### src/rtl/instr_fetch_unit_pkg.sv
// Shared fetch-side widths (mirrors of the define.vh values) and the skid
// occupancy helper used by the issue logic.
package instr_fetch_unit_pkg;

    localparam int IFU_ADDRW = 8;
    localparam int IFU_SIZE  = 32;
    localparam logic [IFU_ADDRW-1:0] IFU_RESET_PC = '0;

    // Buffer slots that will be claimed after this edge: entries held plus the
    // fetch still in flight, minus the entry decode takes this cycle.
    function automatic logic [1:0] fetch_occupancy(input logic [1:0] count,
                                                   input logic       inflight,
                                                   input logic       pop);
        return count + 2'(inflight) - 2'(pop);
    endfunction

endpackage

### src/rtl/instr_fetch_unit_if.sv
// Fetch-to-decode handoff: {pc, instr} qualified by valid/ready.
interface instr_fetch_unit_if;
    import instr_fetch_unit_pkg::*;

    logic                 out_valid;
    logic                 out_ready;
    logic [IFU_ADDRW-1:0] out_pc;
    logic [IFU_SIZE-1:0]  out_instr;

    modport master (
        output out_valid,
        output out_pc,
        output out_instr,
        input  out_ready
    );

    modport slave (
        input  out_valid,
        input  out_pc,
        input  out_instr,
        output out_ready
    );

endinterface

### src/rtl/instr_fetch_unit_fetch_skid_fifo.sv
// Two-entry {pc, instr} skid FIFO between the ROM capture stage and decode.
// Flush empties it in one edge; the head is a straight register read.
module fetch_skid_fifo #(
    parameter int AW = 8,
    parameter int DW = 32
) (
    input  logic          clk,
    input  logic          rst_n,
    input  logic          flush,
    input  logic          push,
    input  logic [AW-1:0] push_pc,
    input  logic [DW-1:0] push_instr,
    input  logic          pop,
    output logic [1:0]    count,
    output logic [AW-1:0] head_pc,
    output logic [DW-1:0] head_instr
);

    logic [AW-1:0] pc_q    [2];
    logic [DW-1:0] instr_q [2];
    logic          rd_ptr_q;
    logic          wr_ptr_q;
    logic [1:0]    count_q;
    logic          pop_ok;

    assign pop_ok = pop & (count_q != 2'd0);

    always_ff @(posedge clk) begin
        if (!rst_n) begin
            pc_q[0]    <= '0;
            pc_q[1]    <= '0;
            instr_q[0] <= '0;
            instr_q[1] <= '0;
            rd_ptr_q   <= 1'b0;
            wr_ptr_q   <= 1'b0;
            count_q    <= 2'd0;
        end else if (flush) begin
            rd_ptr_q   <= 1'b0;
            wr_ptr_q   <= 1'b0;
            count_q    <= 2'd0;
        end else begin
            if (push) begin
                pc_q[wr_ptr_q]    <= push_pc;
                instr_q[wr_ptr_q] <= push_instr;
                wr_ptr_q          <= ~wr_ptr_q;
            end
            if (pop_ok) begin
                rd_ptr_q <= ~rd_ptr_q;
            end
            count_q <= count_q + 2'(push) - 2'(pop_ok);
        end
    end

    assign count      = count_q;
    assign head_pc    = pc_q[rd_ptr_q];
    assign head_instr = instr_q[rd_ptr_q];

    // The issue throttle guarantees a capture never lands on a full buffer.
    a_no_overflow: assert property (@(posedge clk) disable iff (!rst_n)
        !(push && !flush && count_q == 2'd2));

endmodule

### src/rtl/instr_fetch_unit.sv
// Fetch initiator for the synchronous-read instruction ROM: issues one address
// per cycle while the skid buffer has room, captures data a cycle later.
module instr_fetch_unit
    import instr_fetch_unit_pkg::*;
#(
    parameter int                     INSTR_ADDRW = IFU_ADDRW,
    parameter int                     INSTR_SIZE  = IFU_SIZE,
    parameter logic [INSTR_ADDRW-1:0] RESET_PC    = IFU_RESET_PC
) (
    input  logic                   clk,
    input  logic                   rst_n,
    output logic [INSTR_ADDRW-1:0] imem_addr,
    input  logic [INSTR_SIZE-1:0]  imem_instr,
    input  logic                   redirect_valid,
    input  logic [INSTR_ADDRW-1:0] redirect_pc,
    instr_fetch_unit_if.master     dec
);

    logic [INSTR_ADDRW-1:0] fa_q;
    logic [INSTR_ADDRW-1:0] inflight_pc_q;
    logic                   inflight_q;
    logic [1:0]             count;
    logic                   pop;
    logic                   issue;
    logic                   push;
    logic [INSTR_ADDRW-1:0] head_pc;
    logic [INSTR_SIZE-1:0]  head_instr;

    assign imem_addr = fa_q;
    assign pop       = dec.out_valid & dec.out_ready;

    // A new address only goes out if its data is sure to find a free slot.
    assign issue = ~redirect_valid & (fetch_occupancy(count, inflight_q, pop) < 2'd2);

    // Redirect squashes the ROM word arriving this cycle.
    assign push = inflight_q & ~redirect_valid;

    always_ff @(posedge clk) begin
        if (!rst_n) begin
            fa_q          <= RESET_PC;
            inflight_q    <= 1'b0;
            inflight_pc_q <= '0;
        end else begin
            if (redirect_valid) begin
                fa_q <= redirect_pc;
            end else if (issue) begin
                fa_q <= fa_q + 1'b1;
            end
            inflight_q <= issue;
            if (issue) begin
                inflight_pc_q <= fa_q;
            end
        end
    end

    fetch_skid_fifo #(
        .AW (INSTR_ADDRW),
        .DW (INSTR_SIZE)
    ) u_skid (
        .clk        (clk),
        .rst_n      (rst_n),
        .flush      (redirect_valid),
        .push       (push),
        .push_pc    (inflight_pc_q),
        .push_instr (imem_instr),
        .pop        (pop),
        .count      (count),
        .head_pc    (head_pc),
        .head_instr (head_instr)
    );

    assign dec.out_valid = (count != 2'd0);
    assign dec.out_pc    = head_pc;
    assign dec.out_instr = head_instr;

endmodule
### src/flat_wrapper.sv
// flat-port wrapper written by rule: the top's interface ports become plain ports
module instr_fetch_unit_flat import instr_fetch_unit_pkg::*;
#(
    parameter int                     INSTR_ADDRW = IFU_ADDRW,
    parameter int                     INSTR_SIZE  = IFU_SIZE,
    parameter logic [INSTR_ADDRW-1:0] RESET_PC    = IFU_RESET_PC
)
  (clk, rst_n, imem_addr, imem_instr, redirect_valid, redirect_pc, dec_out_valid, dec_out_pc, dec_out_instr, dec_out_ready);
  instr_fetch_unit_if dec_i ();
  input  logic clk;
  input  logic rst_n;
  output logic [INSTR_ADDRW-1:0] imem_addr;
  input  logic [INSTR_SIZE-1:0] imem_instr;
  input  logic redirect_valid;
  input  logic [INSTR_ADDRW-1:0] redirect_pc;
  output wire logic [$bits(dec_i.out_valid)-1:0] dec_out_valid;
  output wire logic [$bits(dec_i.out_pc)-1:0] dec_out_pc;
  output wire logic [$bits(dec_i.out_instr)-1:0] dec_out_instr;
  input wire logic [$bits(dec_i.out_ready)-1:0] dec_out_ready;
  assign dec_out_valid = dec_i.out_valid;
  assign dec_out_pc = dec_i.out_pc;
  assign dec_out_instr = dec_i.out_instr;
  assign dec_i.out_ready = dec_out_ready;
  instr_fetch_unit #(.INSTR_ADDRW(INSTR_ADDRW), .INSTR_SIZE(INSTR_SIZE), .RESET_PC(RESET_PC)) u_core (.clk(clk), .rst_n(rst_n), .imem_addr(imem_addr), .imem_instr(imem_instr), .redirect_valid(redirect_valid), .redirect_pc(redirect_pc), .dec(dec_i));
endmodule
### config.mk
export PLATFORM = sky130hd
export DESIGN_NAME = instr_fetch_unit_flat
export DESIGN_NICKNAME = d
export VERILOG_FILES = /design/src/rtl/instr_fetch_unit_pkg.sv /design/src/rtl/instr_fetch_unit_if.sv /design/src/rtl/instr_fetch_unit_fetch_skid_fifo.sv /design/src/rtl/instr_fetch_unit.sv /design/src/flat_wrapper.sv
export SDC_FILE = /design/constraint.sdc
export NUM_CORES = 1
export LEC_CHECK = 0
export CORE_MARGIN = 2
export CORE_UTILIZATION = 50
export CTS_BUF_LIST = sky130_fd_sc_hd__clkbuf_4
export DETAILED_ROUTE_END_ITERATION = 10
export GPL_TIMING_DRIVEN = 1
export PLACE_DENSITY = 0.78
export SYNTH_ARGS = -nofsm -noshare
export SYNTH_HDL_FRONTEND = slang
export SYNTH_SLANG_ARGS = --single-unit
### constraint.sdc
create_clock -name clk -period 5.35 [get_ports clk]
set_clock_uncertainty 0.2 [all_clocks]
set_input_delay 0.8025 -clock clk [delete_from_list [all_inputs] [get_ports clk]]
set_output_delay 0.8025 -clock clk [all_outputs]
set_load 0.01 [all_outputs]
* After elaboration in Yosys (flattened, before gate mapping)
Memories as Yosys holds them, arrays and structs flattened. A register that Yosys moved wholly into a read port is not among the register bits.
Index checks and enable logic that the tools add are counted.
Widths: inputs -> output; s select.
** Word-level totals
- Word-level logic and storage cells :: 44
- Memory bits (writable) :: 80
- Output and inout port bits :: 49
- Input bits :: 44
- Bits in registers :: 21
- Memories kept :: 2
** Memory list
- u_core.u_skid.instr_q :: depth 2, bits a word 32, read ports 1, clocked after memory_dff 1, wr ports 2, line instr_fetch_unit_fetch_skid_fifo.sv:20 : logic [DW-1:0] instr_q [2];
- u_core.u_skid.pc_q :: depth 2, bits a word 8, read ports 1, clocked after memory_dff 1, wr ports 2, line instr_fetch_unit_fetch_skid_fifo.sv:19 : logic [AW-1:0] pc_q [2];
** Cells by class
- Bitwise logic cells :: 8
- Reduce and logical (&&, ||, !) cells :: 5
- Add/sub/neg operators :: 5
- Magnitude comparators :: 1
- Multiplexer cells :: 17
** Operators by type and width (number)
- $mux 32 :: 1
- $reduce_or 32->1 :: 1
- $mux 8 :: 3
- $mux 1 :: 13
- $add 8x1->8 const B :: 1
- $reduce_or 8->1 :: 1
- $add 2x1->2 :: 2
- $and 1x1->1 :: 4
- $not 1->1 :: 4
- $reduce_bool 2->1 :: 2
- $sub 2x1->2 :: 2
- $lt 2x2->1 const B :: 1
- $reduce_or 2->1 :: 1

* Depth between registers and ports, before layout
Gate-level depths: netlist of the first run.
- Depth in word-level cells :: 8
- Mapped depth :: 8
- Gate-level depth less buffers :: 8

* By module
Synthesis of the first run repeated with hierarchy kept, for this count alone.
** Unflattened totals
- Cell total of the unflattened synthesis :: 350
- Area, all modules :: 4631.9 sq um
** By module, submodules not included
- fetch_skid_fifo :: area each 3781.1 sq um, sequential area each 2502.4 sq um, cells an instance 247, times used 1
- instr_fetch_unit :: area each 850.8 sq um, sequential area each 340.3 sq um, cells an instance 103, times used 1

* Worst setup path before layout of the first run
Ideal clock, no wire load.
- Path type :: input -> register
- From :: in redirect_valid
- To :: mem u_core.u_skid.instr_q[1][0], enable pin
- Data required time :: 4.657 ns
- Stages on the path :: 3
- Setup time :: 0.493 ns
- Arrival time :: 3.818 ns
- Path buffers :: 0
- Setup slack :: 0.840 ns
- Cell sequence :: inv_1 -> nand2_1 -> o21ai_0
** RTL lines
- start, declared :: line flat_wrapper.sv:14 : input logic redirect_valid;
- end, declared :: line instr_fetch_unit_fetch_skid_fifo.sv:20

==> results of run 1 <==
## power groups by stage
stage	Sequential (mW)	Combinational, mW	Clock (mW)
after detailed placement	0.926	0.171	0
final	0.908	0.171	0.437
after global placement	0.924	0.169	0
after floorplan	0.925	0.0750	0
after global routing	0.913	0.184	0.473
after CTS	0.908	0.173	0.446
## flip-flops by register name, indices dropped and copies added (netlist names), named ones only
signal                  count
u_core.u_skid.instr_q      64
u_core.u_skid.pc_q         16
u_core.imem_addr            8
u_core.inflight_pc_q        8
u_core.u_skid.count         2
u_core.inflight_q           1
u_core.u_skid.rd_ptr_q      1
u_core.u_skid.wr_ptr_q      1
## synthesized netlist by cell type (4+ instances only)
master | n | area share
and2_1 | 82 | 0.11
inv_1 | 6 | 0.0050
clkbuf_1 | 14 | 0.012
mux2_2 | 40 | 0.10
nor2_1 | 7 | 0.0058
o21ai_0 | 9 | 0.010
edfxtp_1 | 80 | 0.53
ha_1 | 4 | 0.011
mux2i_1 | 8 | 0.018
nand2_1 | 27 | 0.023
xnor2_1 | 5 | 0.0097
dfxtp_1 | 22 | 0.098
## metal layers
layer,global-route usage,vias up
met1,0.238,1309
met5,0,-
li1,-,1376
met2,0.306,85
met4,0.0664,0
met3,0.0291,6
## cell type report
type / instances / area [µm²] / share of cell area
multi-input cells: 213 / 1590 / 0.278
repair buffers: 98 / 966 / 0.169
clock inverters: 6 / 86.3 / 0.0151
clock buffers: 10 / 75.1 / 0.0131
well taps: 108 / 135 / 0.0236
flip-flops and latches: 102 / 2840 / 0.497
inverters: 6 / 22.5 / 0.00394
## through the flow
| stage | instance area (µm²) | power, mW |
|---|---|---|
| 2_1_floorplan | 4500 | 1.00 |
| 3_3_place_gp | 5560 | 1.09 |
| 3_5_place_dp | 5560 | 1.10 |
| 4_1_cts | 5720 | 1.53 |
| 5_1_grt | 5720 | 1.57 |
| 6_report | 5720 | 1.52 |
## worst reg2reg max path: stages, from the launching register on
cell and delay (ns):
dfxtp_1 0.37, or2_2 0.31, and2_1 0.20, ha_1 0.24
xnor2_2 0.18, xnor2_1 0.79, nor4_1 0.12, o311a_1 0.36
## cell families after synthesis
kind of cell    share of synthesized area
fa+ha+maj                          0.0111
buf+inv                            0.0217
xor+xnor                           0.0222
compound gates                     0.0281
mux                                 0.118
simple gates                        0.167
flops                               0.632
## path summary, 6_finish.rpt
kind	end	slack, ns
setup / recovery	dec_out_pc[7]	2.00
hold / removal	u_core.inflight_pc_q[2]	0.28
setup reg to reg	u_core.imem_addr[6]	2.50
hold reg to reg	u_core.inflight_pc_q[2]	0.28
==> results.sh, run 1 <==
export IMPL_synth_cells=339
export IMPL_wl_met3_um=391
export IMPL_grt_pass1_vias=2878
export IMPL_switchingPower_uw=334
export IMPL_worst_path_stages=2
export IMPL_die_y_um=98.9
export IMPL_place_gp_congestion=0.864
export IMPL_internal_power_mw=1.18
export IMPL_power_density_nw_per_um2=265
export IMPL_grt_max_degree=41
export IMPL_seqPwrFrac=0.599
export IMPL_synth_nets=387
export IMPL_cts_tree="done"
export IMPL_cts_path_max_buffers=2
export IMPL_synth_edf_count=80
export IMPL_period_needed_ns=3.35
export IMPL_ys_seq_area_frac=0.632
export IMPL_ctsHoldBuffers=0
export IMPL_fin_setup_tns_ns=0
export IMPL_postSynthAreaPerCell_um2=13.3
export IMPL_timing_rr_start="u_core.u_skid.count[1]"
export IMPL_drt_pass1_iterations=4
export IMPL_layout_setup_ws_ns=2.00
export IMPL_arrival_ns=2.35
export IMPL_nets=478
export IMPL_syn_area_um2=4500
export IMPL_hold_class="reg2reg"
export IMPL_antenna_left=0
export IMPL_dr_max_layer_used="met4"
export IMPL_max_vdd_ir_drop_uv=125
export IMPL_clk_latency_ns=0.41
export IMPL_crit_fanout=40
export IMPL_slowest_delay_ns=0.99
export IMPL_combinationalPowerShare=0.113
export IMPL_crit_type="reg2out"
export IMPL_slew_viol_final=0
export IMPL_setup_worst_path_start_class="flop"
export IMPL_grt_overflow=0
export IMPL_rsz0062_at_grt="no"
export IMPL_coreArea_um2=8720
export IMPL_fin_cells=543
export IMPL_pwr_share_clk=0.288
export IMPL_min_path_cells=2
export IMPL_swShare=0.220
export IMPL_slowest_stage="dfxtp_2"
export IMPL_postCtsSetupBuffers=0
export IMPL_rr_worst_depth=7
export IMPL_numCtsBuffers=9
export IMPL_wl_met2_mm=4.25
export IMPL_vias_per_cell=5.11
export IMPL_dp_hpwl_mm=5.61
export IMPL_finish_utilization=0.656
export IMPL_hold_viol=0
export IMPL_start_util=0.516
export IMPL_cts_num_sinks=102
export IMPL_yosys_warnings=0
export IMPL_die_area_um2=9770
export IMPL_clk_pin_slew_ns=0.15
export IMPL_slew_headroom=0.358
export IMPL_wl_per_cell_um=15.6
export IMPL_vias=2776
export IMPL_htreeDepth=3
export IMPL_yosys_register_bits=102
export IMPL_num_antenna_cells=0
export IMPL_synthArstFlopShare=0
export IMPL_placed_cells=527
export IMPL_max_freq_ghz=0.299
export IMPL_fillers=627
export IMPL_drt_first_iter_violations=86
export IMPL_rows=34
export IMPL_setup_viol=0
export IMPL_end_kind="output port"
export IMPL_drive_gt1_frac=0.159
export IMPL_path_cells="mux2_2, clkdlybuf4s50_1"
export IMPL_yosysUniqueCellTypes=34
export IMPL_final_common_cell="clkdlybuf4s50_1"
export IMPL_tightest_slew_ns=0.956
export IMPL_post_place_ws_ns=1.83
export IMPL_layout_common_cells="clkdlybuf4s50_1 (92), and2_1 (82), edfxtp_1 (80), mux2_2 (40), nand2_1 (27)"
export IMPL_hold_start="u_core.inflight_pc_q[2]"
export IMPL_max_cap_violations=0
export IMPL_io_pins=93
export IMPL_required_ns=4.35
export IMPL_ctsResizeCount=0
export IMPL_grt_util_all_layers=0.182
export IMPL_wirelength_mm=8.46
export IMPL_critPathBufInv=1
export IMPL_timing_hold_ws_ns=0.276
export IMPL_finalCritPeriodShare=0.626
export IMPL_area_growth_pct=27.1
export IMPL_die_w_um=98.9
export IMPL_grt_antenna_before_repair=0
export IMPL_grt_pass1_wl_mm=14.0
export IMPL_root_buffer="clkbuf_4"
export IMPL_wl_met1_mm=3.74
export IMPL_drc_errors=0
export IMPL_io_buffers=92
export IMPL_crit_family="flip-flops"
export IMPL_leakage_nw=2.14
export IMPL_synth_top_flop_cell="edfxtp_1"
export IMPL_outcome="complete, no violations"
Power figures use the tool's default switching activity.
==> run 2, diff against run 1 <==
--- a/config.mk
+++ b/config.mk
@@ -6,11 +6,11 @@
 export NUM_CORES = 1
 export LEC_CHECK = 0
 export CORE_MARGIN = 2
-export CORE_UTILIZATION = 50
+export CORE_UTILIZATION = 48
 export CTS_BUF_LIST = sky130_fd_sc_hd__clkbuf_4
 export DETAILED_ROUTE_END_ITERATION = 10
 export GPL_TIMING_DRIVEN = 1
-export PLACE_DENSITY = 0.78
+export PLACE_DENSITY = 0.79
 export SYNTH_ARGS = -nofsm -noshare
 export SYNTH_HDL_FRONTEND = slang
 export SYNTH_SLANG_ARGS = --single-unit
==> constraint.sdc (replaced) <==
create_clock -name clk -period 3 [get_ports clk]
set_clock_uncertainty 0.2 [all_clocks]
set_input_delay 0.45 -clock clk [delete_from_list [all_inputs] [get_ports clk]]
set_output_delay 0.45 -clock clk [all_outputs]
set_load 0.01 [all_outputs]
==> run 2 against run 1 <==
  * First-iteration DRC count increased by 4.7%
  * Critical path depth up 1
  * Routed wire length grew 2.7%
  * Global-route usage shrank 0.17 points
  * Die area is 4.0% higher
  * Register-to-register slack worse by 2.1 ns
  * Flip-flop and latch count stayed put
  * Via count increased by 3.6%
  * Largest cell class unchanged
  * Highest routed layer unchanged
==> results.sh, run 2 (same netlist as run 1, synthesis figures left out) <==
export IMPL_outcome="complete, no violations"
export IMPL_crit_type="reg2out"
export IMPL_fin_area_um2=5790
export IMPL_final_common_cell="clkdlybuf4s50_1"
export IMPL_hold_viol=0
export IMPL_grt_max_degree=41
export IMPL_arrival_ns=1.93
export IMPL_clk_pin_slew_ns=0.15
export IMPL_hold_class="reg2reg"
export IMPL_num_antenna_cells=0
export IMPL_combinationalPowerShare=0.114
export IMPL_required_ns=2.35
export IMPL_leakage_nw=2.19
export IMPL_swShare=0.224
export IMPL_crit_fanout=40
export IMPL_post_place_ws_ns=0.299
export IMPL_cts_num_sinks=102
export IMPL_dp_hpwl_mm=5.72
export IMPL_start_util=0.492
export IMPL_pwr_share_clk=0.297
export IMPL_power_density_nw_per_um2=474
export IMPL_setup_worst_path_start_class="flop"
export IMPL_layout_setup_ws_ns=0.416
export IMPL_antenna_left=0
export IMPL_drc_errors=0
export IMPL_layout_common_cells="clkdlybuf4s50_1 (92), and2_1 (82), edfxtp_1 (80), mux2_2 (40), nand2_1 (27)"
export IMPL_max_vdd_ir_drop_uv=252
export IMPL_fillers=724
export IMPL_numCtsBuffers=9
export IMPL_max_cap_violations=0
export IMPL_vias=2875
export IMPL_rsz0062_at_grt="no"
export IMPL_cts_path_max_buffers=2
export IMPL_regMostFlops="u_core.u_skid.instr_q"
export IMPL_grt_pass1_wl_mm=14.0
export IMPL_ctsHoldBuffers=0
export IMPL_tightest_slew_ns=0.383
export IMPL_drt_pass1_iterations=4
export IMPL_grt_overflow=0
export IMPL_nets=485
export IMPL_switchingPower_uw=616
export IMPL_die_w_um=101
export IMPL_ctsResizeCount=0
export IMPL_wl_per_cell_um=15.7
export IMPL_drt_first_iter_violations=90
export IMPL_end_kind="output port"
export IMPL_rows=35
export IMPL_die_area_um2=10200
export IMPL_dpl_cell_area_um2=5630
export IMPL_cts_tree="done"
export IMPL_drive_gt1_frac=0.174
export IMPL_top_regs="u_core.u_skid.instr_q: 64 flops, u_core.u_skid.pc_q: 16 flops"
export IMPL_setup_viol=0
export IMPL_clk_latency_ns=0.43
export IMPL_root_buffer="clkbuf_4"
export IMPL_htreeDepth=3
export IMPL_slew_headroom=0.745
export IMPL_finish_utilization=0.633
export IMPL_place_gp_congestion=0.895
export IMPL_seqPwrFrac=0.589
export IMPL_io_buffers=92
export IMPL_largest_reg_flops=64
export IMPL_internal_power_mw=2.13
export IMPL_vias_per_cell=5.20
export IMPL_die_y_um=101
export IMPL_slew_viol_final=0
export IMPL_grt_util_all_layers=0.180
export IMPL_coreArea_um2=9150
export IMPL_io_pins=93
export IMPL_finalCritPeriodShare=0.861
export IMPL_postCtsSetupBuffers=0
export IMPL_max_freq_ghz=0.387
export IMPL_grt_pass1_vias=2923
export IMPL_area_growth_pct=28.7
export IMPL_period_needed_ns=2.58
export IMPL_grt_antenna_before_repair=0
export IMPL_wirelength_mm=8.69
==> run 2: cell types whose count changed in the layout (fill, tap and decap cells not counted), sizes merged <==
cell / previous run / this run
clkbuf: 10 / 11
clkinv: 1 / 0
clkinvlp: 3 / 1
buf: 6 / 13
inv: 6 / 8
==> run 2: path summary, 6_finish.rpt <==
kind,end,cells after the start,slack (ns),startpoint
setup / recovery,dec_out_pc[7],3,0.42,flop
hold / removal,u_core.inflight_pc_q[5],2,0.28,u_core.inflight_pc_q[5]
setup reg to reg,u_core.imem_addr[3],8,0.44,u_core.u_skid.count[1]
hold reg to reg,u_core.inflight_pc_q[5],2,0.28,u_core.inflight_pc_q[5]
==> run 2: critical path, cell delays in order, from the launching register on <==
cell             delay [ns]
dfxtp_2                0.37
buf_12                 0.23
mux2_2                 0.36
clkdlybuf4s50_1        0.51
==> run 2: routing by layer <==
metal / global-route usage / part of all wire / up-vias
met1: 0.232 / 0.44 / 1390
li1: - / - / 1385
met5: 0 / 0 / -
met3: 0.0472 / 0.062 / 8
met4: 0.0474 / 0.0094 / 0
met2: 0.302 / 0.49 / 92
==> run 2: metrics by stage <==
step	total power, mW	cells	setup TNS [ns]	hold WS, ns
6_report	2.74	553	0	0.279
3_3_place_gp	1.95	537	0	0.251
3_5_place_dp	1.96	537	0	0.253
2_1_floorplan	1.78	339	-6.02	0.239
5_1_grt	2.85	553	0	0.308
4_1_cts	2.77	553	0	0.281
==> run 2: power groups by stage <==
stage	Combinational [mW]	Sequential (mW)	Clock, mW
after global routing	0.337	1.63	0.890
after floorplan	0.134	1.65	0
final	0.312	1.62	0.814
after global placement	0.308	1.64	0
after detailed placement	0.313	1.65	0
after CTS	0.316	1.62	0.833
==> run 2: cell type report <==
type / count / area (µm²) / share of cell area
clock buffer: 11 / 82.6 / 0.0143
clock inverter: 5 / 82.6 / 0.0143
inverter: 6 / 22.5 / 0.00389
multi-input combinational: 213 / 1590 / 0.274
sequential: 102 / 2840 / 0.491
tap: 111 / 139 / 0.0240
timing repair buffer: 105 / 1030 / 0.178
==> run 3, diff against run 2 <==
==> constraint.sdc (replaced) <==
create_clock -name clk -period 3 [get_ports clk]
set_clock_uncertainty 0.2 [all_clocks]
set_input_delay 0.6 -clock clk [delete_from_list [all_inputs] [get_ports clk]]
set_output_delay 0.6 -clock clk [all_outputs]
set_load 0.01 [all_outputs]
==> run 3 against run 2 <==
  * Combinational power hardly changed
  * Clock power hardly changed
  * Register-to-register slack worse by 0.22 ns
  * Cell count is 0.54% higher
  * Critical endpoint unchanged
  * Critical path type unchanged
==> results.sh, run 3 (same netlist as run 1, synthesis figures left out) <==
export IMPL_slew_viol_final=0
export IMPL_hold_start="u_core.inflight_pc_q[1]"
export IMPL_cts_tree="done"
export IMPL_drt_first_iter_violations=124
export IMPL_coreArea_um2=9150
export IMPL_final_common_cell="clkdlybuf4s50_1"
export IMPL_finalCritPeriodShare=0.941
export IMPL_fin_setup_tns_ns=0
export IMPL_io_pins=93
export IMPL_nets=488
export IMPL_die_w_um=101
export IMPL_drc_errors=0
export IMPL_leakage_nw=2.20
export IMPL_place_gp_congestion=0.869
export IMPL_drive_gt1_frac=0.180
export IMPL_hold_end="u_core.inflight_pc_q[1]"
export IMPL_fin_area_um2=5800
export IMPL_fillers=695
export IMPL_wl_per_cell_um=15.6
export IMPL_max_freq_ghz=0.354
export IMPL_timing_rr_start="u_core.u_skid.count[1]"
export IMPL_largest_reg_flops=64
export IMPL_die_y_um=101
export IMPL_grt_overflow=0
export IMPL_end_kind="output port"
export IMPL_numCtsBuffers=9
export IMPL_min_path_cells=2
export IMPL_hold_class="reg2reg"
export IMPL_cts_num_sinks=102
export IMPL_grt_util_all_layers=0.176
export IMPL_postCtsSetupBuffers=0
export IMPL_tightest_slew_ns=0.843
export IMPL_grt_antenna_before_repair=0
export IMPL_rows=35
export IMPL_die_area_um2=10200
export IMPL_grt_pass1_vias=2857
export IMPL_cts_path_max_buffers=2
export IMPL_htreeDepth=3
export IMPL_num_antenna_cells=0
export IMPL_regMostFlops="u_core.u_skid.instr_q"
export IMPL_layout_common_cells="clkdlybuf4s50_1 (92), and2_1 (82), edfxtp_1 (80), mux2_2 (40), nand2_1 (27)"
export IMPL_crit_type="reg2out"
export IMPL_vias=2896
export IMPL_regToRegSetupSlack_ns=0.22
export IMPL_io_buffers=92
export IMPL_slew_headroom=0.434
export IMPL_placed_cells=540
export IMPL_dpl_cell_area_um2=5640
export IMPL_max_cap_violations=0
export IMPL_ctsHoldBuffers=0
export IMPL_layout_setup_ws_ns=0.176
export IMPL_required_ns=2.20
export IMPL_hold_viol=0
export IMPL_start_util=0.492
export IMPL_antenna_left=0
export IMPL_ctsResizeCount=0
export IMPL_setup_viol=0
export IMPL_vias_per_cell=5.21
export IMPL_setup_worst_path_start_class="flop"
export IMPL_finish_utilization=0.634
export IMPL_grt_max_degree=32
export IMPL_wirelength_mm=8.69
export IMPL_r2r_end="u_core.imem_addr[6]"
export IMPL_top_regs="u_core.u_skid.instr_q: 64 flops, u_core.u_skid.pc_q: 16 flops"
export IMPL_max_vdd_ir_drop_uv=222
export IMPL_arrival_ns=2.02
export IMPL_root_buffer="clkbuf_4"
export IMPL_post_place_ws_ns=-0.0549
export IMPL_fin_cells=556
export IMPL_dp_hpwl_mm=5.72
export IMPL_clk_latency_ns=0.44
export IMPL_period_needed_ns=2.82
export IMPL_rsz0062_at_grt="no"
export IMPL_power_density_nw_per_um2=472
export IMPL_clk_pin_slew_ns=0.15
export IMPL_area_growth_pct=28.9
export IMPL_rr_worst_depth=7
export IMPL_outcome="complete, no violations"
export IMPL_grt_pass1_wl_mm=13.8
export IMPL_drt_pass1_iterations=4
export IMPL_crit_fanout=27
## run 3: metal layers
metal / part of all wire / wire length, µm / track usage
met5: 0 / 0 / 0
met4: 0.015 / 129 / 0.0653
met3: 0.062 / 538 / 0.0361
met2: 0.48 / 4160 / 0.297
met1: 0.45 / 3870 / 0.223
## run 3: through the flow
stage          hold slack, ns  power [mW]
2_1_floorplan           0.239        1.78
3_3_place_gp            0.251        1.95
3_5_place_dp            0.253        1.96
4_1_cts                 0.278        2.76
5_1_grt                 0.308        2.85
6_report                0.276        2.74
## run 3: critical path: stages, from the launching register on
cell             delay [ns]
dfxtp_2                0.35
buf_4                  0.34
mux2_2                 0.38
clkdlybuf4s50_1        0.51
## run 3: final cells by class
cell class	instances	area, µm²	area share
inverter	6	22.5	0.00388
sequential	102	2840	0.490
clock inverter	5	83.8	0.0144
timing repair buffer	108	1040	0.179
multi-input combinational	213	1590	0.274
clock buffer	11	82.6	0.0142
tap	111	139	0.0239
## run 3: power breakdown
group,total [mW],switching (mW),internal (mW)
combinational,0.315,0.133,0.182
sequential,1.62,0.0293,1.59
clock,0.811,0.451,0.360
## run 3: how the worst max path moves through the flow
stage / startpoint / to / slack, ns / cells after the start
2_1_floorplan: redirect_valid / u_core.u_skid.instr_q[1][0] / -0.23 / 3
6_report: flop / dec_out_pc[7] / 0.18 / 3
4_1_cts: flop / dec_out_pc[0] / 0.13 / 3
3_3_place_gp: dec_out_ready / u_core.imem_addr[4] / 0.04 / 7
3_5_place_dp: dec_out_ready / u_core.imem_addr[4] / -0.05 / 7
5_1_grt: flop / dec_out_pc[0] / 0.09 / 3
